### src/rtl/c17_bist_ctrl.sv
// BIST harness for the C17 benchmark: LFSR stimulus, MISR response compaction, golden compare.
// Optional macro C17_BIST_ZERO_PAT_EN appends one all-zero pattern after the LFSR sequence.
module c17_bist_ctrl #(
  parameter int unsigned        N_PATTERNS = 31,
  parameter logic [4:0]         SEED       = 5'b00001,
  parameter int unsigned        MISR_W     = 16,
  parameter logic [MISR_W-1:0]  MISR_POLY  = MISR_W'(16'h1021)
) (
  input  logic              clock,
  input  logic              reset,
  input  logic              start,
  output logic [4:0]        pat_out,
  output logic              pat_valid,
  input  logic [1:0]        resp_in,
  input  logic [MISR_W-1:0] golden_sig,
  output logic              busy,
  output logic              done,
  output logic              pass,
  output logic [MISR_W-1:0] signature
);

  typedef enum logic [1:0] {StIdle, StLoad, StRun, StDone} state_e;

  localparam logic [5:0] LastIdx = 6'(N_PATTERNS - 1);

  state_e            state_q, state_d;
  logic [4:0]        lfsr_q;
  logic [4:0]        pat_hold_q;
  logic [5:0]        count_q;
  logic [MISR_W-1:0] sig_q;
  logic [MISR_W-1:0] misr_next;
  logic              pass_q;
  logic              last_lfsr;
  logic              run_end;
  logic [4:0]        pattern_cur;

`ifdef C17_BIST_ZERO_PAT_EN
  logic zero_q;
  assign pattern_cur = zero_q ? 5'b00000 : lfsr_q;
  assign run_end     = zero_q;
`else
  assign pattern_cur = lfsr_q;
  assign run_end     = last_lfsr;
`endif

  assign last_lfsr = (count_q == LastIdx);

  always_comb begin
    misr_next = {sig_q[MISR_W-2:0], 1'b0}
              ^ (sig_q[MISR_W-1] ? MISR_POLY : '0)
              ^ {{(MISR_W-2){1'b0}}, resp_in};
  end

  always_comb begin
    state_d = state_q;
    unique case (state_q)
      StIdle:  if (start) state_d = StLoad;
      StLoad:  state_d = StRun;
      StRun:   if (run_end) state_d = StDone;
      StDone:  if (start) state_d = StLoad;
      default: state_d = StIdle;
    endcase
  end

  always_comb begin
    busy      = (state_q == StLoad) || (state_q == StRun);
    pat_valid = (state_q == StRun);
    done      = (state_q == StDone);
    pass      = pass_q && (state_q == StDone);
    // Outside RUN the last applied pattern stays visible.
    pat_out   = (state_q == StRun) ? pattern_cur : pat_hold_q;
    signature = sig_q;
  end

  always_ff @(posedge clock or posedge reset) begin
    if (reset) begin
      state_q    <= StIdle;
      lfsr_q     <= 5'b00000;
      pat_hold_q <= 5'b00000;
      count_q    <= 6'd0;
      sig_q      <= '0;
      pass_q     <= 1'b0;
`ifdef C17_BIST_ZERO_PAT_EN
      zero_q     <= 1'b0;
`endif
    end else begin
      state_q <= state_d;
      case (state_q)
        StLoad: begin
          lfsr_q  <= SEED;
          sig_q   <= '0;
          count_q <= 6'd0;
          pass_q  <= 1'b0;
`ifdef C17_BIST_ZERO_PAT_EN
          zero_q  <= 1'b0;
`endif
        end
        StRun: begin
          sig_q      <= misr_next;
          lfsr_q     <= {lfsr_q[3:0], lfsr_q[4] ^ lfsr_q[2]};
          count_q    <= count_q + 6'd1;
          pat_hold_q <= pattern_cur;
`ifdef C17_BIST_ZERO_PAT_EN
          if (last_lfsr) zero_q <= 1'b1;
`endif
          // Compare the signature that includes the final pattern's response.
          if (run_end) pass_q <= (misr_next == golden_sig);
        end
        default: ;
      endcase
    end
  end

endmodule

### config.mk
export PLATFORM = sky130hd
export DESIGN_NAME = c17_bist_ctrl
export DESIGN_NICKNAME = d
export VERILOG_FILES = /design/src/rtl/c17_bist_ctrl.sv
export SDC_FILE = /design/constraint.sdc
export NUM_CORES = 1
export LEC_CHECK = 0
export ABC_AREA = 1
export CORE_MARGIN = 2
export CORE_UTILIZATION = 35
export DETAILED_ROUTE_END_ITERATION = 7
export GPL_TIMING_DRIVEN = 0
export SETUP_SLACK_MARGIN = 0.2
export SYNTH_ARGS = -nofsm -noshare
export SYNTH_HDL_FRONTEND = slang
export SYNTH_SLANG_ARGS = --single-unit
### constraint.sdc
create_clock -name clock -period 3.59 [get_ports clock]
set_input_delay 0.5385 -clock clock [delete_from_list [all_inputs] [get_ports clock]]
set_output_delay 0.5385 -clock clock [all_outputs]
set_load 0.02 [all_outputs]
==> results.json, run 1 <==
{
  "status": "finished clean",
  "critPathMaxFanout": 10,
  "die_x_um": 76.2,
  "synth_top_area_share_pct": 47.9,
  "avgRoutedWirePerCell_um": 11.6,
  "hold_path.class": "flip-flop to flip-flop",
  "setup_tns_ns": 0,
  "critPathLaunchType": "flip-flop",
  "dr.pass1.iters": 4,
  "synth_seq_cells": 35,
  "fin_crit_ns": 2.74,
  "clk_pin_slew_ns": 0.07,
  "ir_drop_mv": 0.291,
  "synthFlopType": "dfrtp_1",
  "route.vias.total": 1592,
  "dieArea_sq_um": 5810,
  "rows": 26,
  "die_h_um": 76.2,
  "fin_ws_ns": 0.847,
  "place_hpwl_um": 3160,
  "drive_gt1_share_pct": 11.9,
  "grt_pass1_vias": 1481,
  "power_density_nw_per_um2": 575,
  "rsz0062_at_grt": "no",
  "slew_violations": 0,
  "drtIter0Drc": 75,
  "post-route-util_pct": 48.7,
  "ys.warnings.count": 0,
  "cts_buffers": 5,
  "syn_avg_cell_area_sq_um": 7.91,
  "synth.most_common_cell": "nand2_1",
  "grt_max_degree": 21,
  "nets": 310,
  "post_cts_buffers": 0,
  "yosysTopAreaCell": "dfrtp_1",
  "core-area_sq_um": 5070,
  "cts_resized": 0,
  "fillers": 525,
  "grtUsageTotal_pct": 15.6,
  "pin_count": 46,
  "synth_fp_nets": 257,
  "clock.fmax_mhz": 365,
  "synthDistinctLibCells": 26,
  "endpoint_kind": "output pin",
  "grt_first_pass_wirelength_um": 7210,
  "cts_tree": "done",
  "cts.sinks": 35,
  "cp_data_required_time_ns": 3.05,
  "ant_nets": 0,
  "p_leak_nw": 1.17,
  "ys_seq_area_share_pct": 47.9,
  "initial_core_util_pct": 36.0,
  "multi_input_area_sq_um": 764,
  "synth_area_leaders": "dfrtp_1 (48%), nand2_1 (15%), inv_1 (6.0%)",
  "gp_congestion": 0.734,
  "synth_area_sq_um": 1830,
  "tightest_slew_ns": 0.709,
  "synth_async_sr_flop_share_pct": 100,
  "slew_headroom_pct": 52.7,
  "cts_buffer_depth": 2,
  "critPathKind": "flip-flop to output pin",
  "post-route-period-util_pct": 76.4,
  "insertion_delay_ns": 0.29,
  "io_buffer_count": 45,
  "diodes": 0,
  "viasPerCell": 4.48,
  "drcViolationCount": 0,
  "reg2reg_from": "state_q[0]$_DFFE_PP0P_",
  "htreeDepth": 2,
  "post-place-ws_ns": 1.15,
  "regArea_sq_um": 876,
  "clock_skew_ns": 0.00488,
  "postPlaceCellArea_sq_um": 2390,
  "cts-root-buf": "clkbuf_8",
  "report.final.hold_viol_count": 0,
  "syn_inst": 231,
  "cp.arrival_ns": 2.20,
  "overflow": 0,
  "fin_area_sq_um": 2470,
  "area_growth_pct": 35.4,
  "hold_start": "pat_hold_q[2]$_DFF_PP0_",
  "maxCapViolCount": 0,
  "setup.worst_path.start": "state_q[0]$_DFFE_PP0P_",
  "power_mw": 1.42,
  "synth_common_cells": "nand2_1 (72), dfrtp_1 (35), inv_1 (29)",
  "setup_violations": 0,
  "antenna_found_initial": 0,
  "synth-edff-count": 0,
  "wl_um": 4120,
  "ctsHoldBuffers": 0
}
-- cell type report --
cell class	instances	area share [%]
plain buffers	5	1.47
clock buffers	7	3.09
clock inverters	1	0.202
inverters	40	6.07
multi-input cells	151	30.9
flip-flops and latches	35	35.4
well taps	70	3.54
repair buffers	46	19.3
-- through the flow --
stage	hold slack (ns)	cells
6_report	0.469	355
5_1_grt	0.492	355
4_1_cts	0.474	355
3_5_place_dp	0.458	347
3_3_place_gp	0.451	346
2_1_floorplan	0.453	231
-- sequential cells by signal, summed over array words and instances (netlist names) --
signal / flops
signature: 16
pat_hold_q: 5
count_q: 6
state_q: 2
pass_q: 1
lfsr_q: 5
-- kinds of logic (layout without fill, tap and decap cells) --
group / after synthesis / in the layout / share of synthesized area (%)
DFF: 35 / 35 / 47.9
adders and majority gates: 5 / 5 / 3.42
buffers and inverters: 45 / 99 / 10.2
AOI/OAI and AO/OA: 30 / 30 / 9.52
and+or+nand+nor: 112 / 112 / 27.0
xor gates and xnor gates: 4 / 4 / 1.92
-- worst max-delay path: stages (launching register included) --
cell	delay (ns)
dfrtp_1	0.41
inv_1	0.06
ha_1	0.40
inv_2	0.15
buf_2	0.25
clkdlybuf4s50_1	0.64
-- worst paths after layout --
path | end | slack [ns] | depth (start not counted)
min | pat_hold_q[2]$_DFF_PP0_ | 0.47 | 2
min in group asynchronous | state_q[0]$_DFFE_PP0P_ | 0.66 | 2
max reg2reg | count_q[5]$_DFFE_PP0P_ | 2.01 | 6
max | busy | 0.85 | 5
max in group asynchronous | signature[7]$_DFFE_PP0P_ | 2.39 | 3
min reg2reg | pat_hold_q[2]$_DFF_PP0_ | 0.47 | 2
-- per-layer routing --
layer	wire length [um]	vias up	part of all wire, %	track usage, %
met2	1900	33	46	24.3
met4	68	0	1.7	6.00
met5	0	-	0	0
met1	1950	722	47	20.8
met3	200	9	4.9	4.27
li1	-	828	-	-
-- cell usage in the layout (no fill, tap or decap), types with 2 or more instances in the layout --
cell             count
dfrtp_1             35
nand3b_1             3
nand2_1             72
a21oi_1              3
buf_4                2
nand3_1              6
o22ai_1             16
nor2_1              18
clkbuf_1             2
nor2_2               2
xnor2_1              3
o21ai_1              4
nand2_2              4
inv_2               11
clkdlybuf4s50_1     45
clkbuf_8             5
buf_2                2
inv_1               29
ha_1                 5
o21ai_0              6
nor3b_1              2
-- power breakdown --
group | leakage, nW | total (mW) | internal, mW | switching [mW]
registers | 0.473 | 0.495 | 0.454 | 0.0409
clock network | 0.0422 | 0.275 | 0.136 | 0.139
logic | 0.652 | 0.652 | 0.254 | 0.398
total | 1.17 | 1.42 | 0.844 | 0.578
Note: power is estimated with default switching activity, not from simulation.
==> run 2, diff against run 1 <==
==> constraint.sdc (replaced) <==
create_clock -name clock -period 2.7 [get_ports clock]
set_input_delay 0.405 -clock clock [delete_from_list [all_inputs] [get_ports clock]]
set_output_delay 0.405 -clock clock [all_outputs]
set_load 0.02 [all_outputs]
==> results.json, run 2 (synthesis results as in run 1) <==
{
  "overflow": 0,
  "grt_pass1_vias": 1481,
  "pin_count": 46,
  "tightest_slew_ns": 0.709,
  "grtUsageTotal_pct": 15.6,
  "area_growth_pct": 36.0,
  "die_h_um": 76.2,
  "cp_top_family": "buffers and inverters",
  "critPathKind": "flip-flop to output pin",
  "cts_tree": "done",
  "post-route-period-util_pct": 86.2,
  "wl_um": 4110,
  "endpoint_kind": "output pin",
  "fin_ws_ns": 0.372,
  "clock_skew_ns": 0.00488,
  "slew_headroom_pct": 52.7,
  "path_depth": 5,
  "dieArea_sq_um": 5810,
  "post-route-util_pct": 49.0,
  "report.final.hold_viol_count": 0,
  "cp_data_required_time_ns": 2.30,
  "initial_core_util_pct": 36.0,
  "critical_path_buf_inv_count": 4,
  "slew_violations": 0,
  "worst_r2r_path_depth": 6,
  "cp.arrival_ns": 1.92,
  "post-place-ws_ns": 0.394,
  "cts_buffer_depth": 2,
  "clock.fmax_mhz": 430,
  "drcViolationCount": 0,
  "core-area_sq_um": 5070,
  "rrSetupSlack_ns": 1.12,
  "drtIter0Drc": 75,
  "cts_buffers": 5,
  "slowest_delay_ns": 0.41,
  "antenna_found_initial": 0,
  "rows": 26,
  "power_mw": 1.87,
  "cts-root-buf": "clkbuf_8",
  "diodes": 0,
  "gp_congestion": 0.734,
  "fillers": 525,
  "viasPerCell": 4.48,
  "avgRoutedWirePerCell_um": 11.6,
  "slowest_stage": "dfrtp_1",
  "fin_crit_ns": 2.33,
  "p_leak_nw": 1.25,
  "most-common-layout-cells": "nand2_1 (72), clkdlybuf4s50_1 (39), dfrtp_1 (35)",
  "critPathLaunchType": "flip-flop",
  "maxCapViolCount": 0,
  "hold_path.class": "flip-flop to flip-flop",
  "grt_first_pass_wirelength_um": 7210,
  "setup_violations": 0,
  "largest_reg_flops": 16,
  "setup_tns_ns": 0,
  "drive_gt1_share_pct": 11.9,
  "holdWs_ns": 0.465,
  "place_hpwl_um": 3160,
  "nets": 310,
  "rsz0062_at_grt": "no",
  "grt_max_degree": 21,
  "regArea_sq_um": 876,
  "dp_cells": 347,
  "stdcell_count": 355,
  "final_common_cell": "nand2_1",
  "dr.pass1.iters": 4,
  "whs_path_depth": 2,
  "multi_input_area_sq_um": 764,
  "ir_drop_mv": 0.386,
  "postPlaceCellArea_sq_um": 2390,
  "ant_nets": 0,
  "status": "finished clean",
  "power_density_nw_per_um2": 754,
  "die_x_um": 76.2,
  "io_buffer_count": 45,
  "cts.sinks": 35,
  "crit_chain": "inv_1, ha_1, inv_2, buf_2, dlygate4sd2_1",
  "route.vias.total": 1592,
  "clk_pin_slew_ns": 0.07,
  "insertion_delay_ns": 0.29,
  "fin_area_sq_um": 2480,
  "critPathMaxFanout": 10,
  "htreeDepth": 2
}
==> run 2: path summary, 6_finish.rpt <==
check	from	endpoint
setup / recovery	state_q[0]$_DFFE_PP0P_	busy
hold / removal	pat_hold_q[2]$_DFF_PP0_	pat_hold_q[2]$_DFF_PP0_
setup reg to reg	state_q[0]$_DFFE_PP0P_	count_q[5]$_DFFE_PP0P_
hold reg to reg	pat_hold_q[2]$_DFF_PP0_	pat_hold_q[2]$_DFF_PP0_
max in group asynchronous	reset	signature[7]$_DFFE_PP0P_
min in group asynchronous	reset	state_q[0]$_DFFE_PP0P_
==> run 2: area by class of cell <==
| class | count | share of cell area (%) |
|---|---|---|
| Clock inverter | 1 | 0.201 |
| Clock buffer | 7 | 3.07 |
| Timing Repair Buffer | 46 | 19.7 |
| Tap cell | 70 | 3.52 |
| Multi-Input combinational cell | 151 | 30.8 |
| Sequential cell | 35 | 35.2 |
| Buffer | 5 | 1.46 |
| Inverter | 40 | 6.04 |
==> run 2: where the power goes <==
group | internal [mW] | total (mW) | switching (mW)
registers | 0.604 | 0.658 | 0.0544
logic | 0.323 | 0.851 | 0.528
clock network | 0.181 | 0.366 | 0.185
total | 1.11 | 1.87 | 0.767
==> run 2: timing repair <==
action	4_1_cts	5_1_grt
buffers inserted	0	0
pin swaps	0	0
gates resized for setup	1	5
hold buffers	0	0
hold endpoints to repair	0	0
endpoints found under the setup margin	1	5
==> run 2: worst register-to-register path: cells and delay by family, from the launching register on <==
family	cells	cell delay (ns)
flip-flops	1	0.41
buffers and inverters	1	0.06
AND/OR/NAND/NOR	4	0.60
adder cells (fa/ha/maj)	1	0.40
==> run 2: per-layer routing <==
metal / vias up / wire length, um / track usage [%]
li1: 828 / - / -
met1: 722 / 1950 / 20.8
met2: 33 / 1900 / 24.3
met3: 9 / 194 / 4.27
met4: 0 / 68 / 6.00
met5: - / 0 / 0
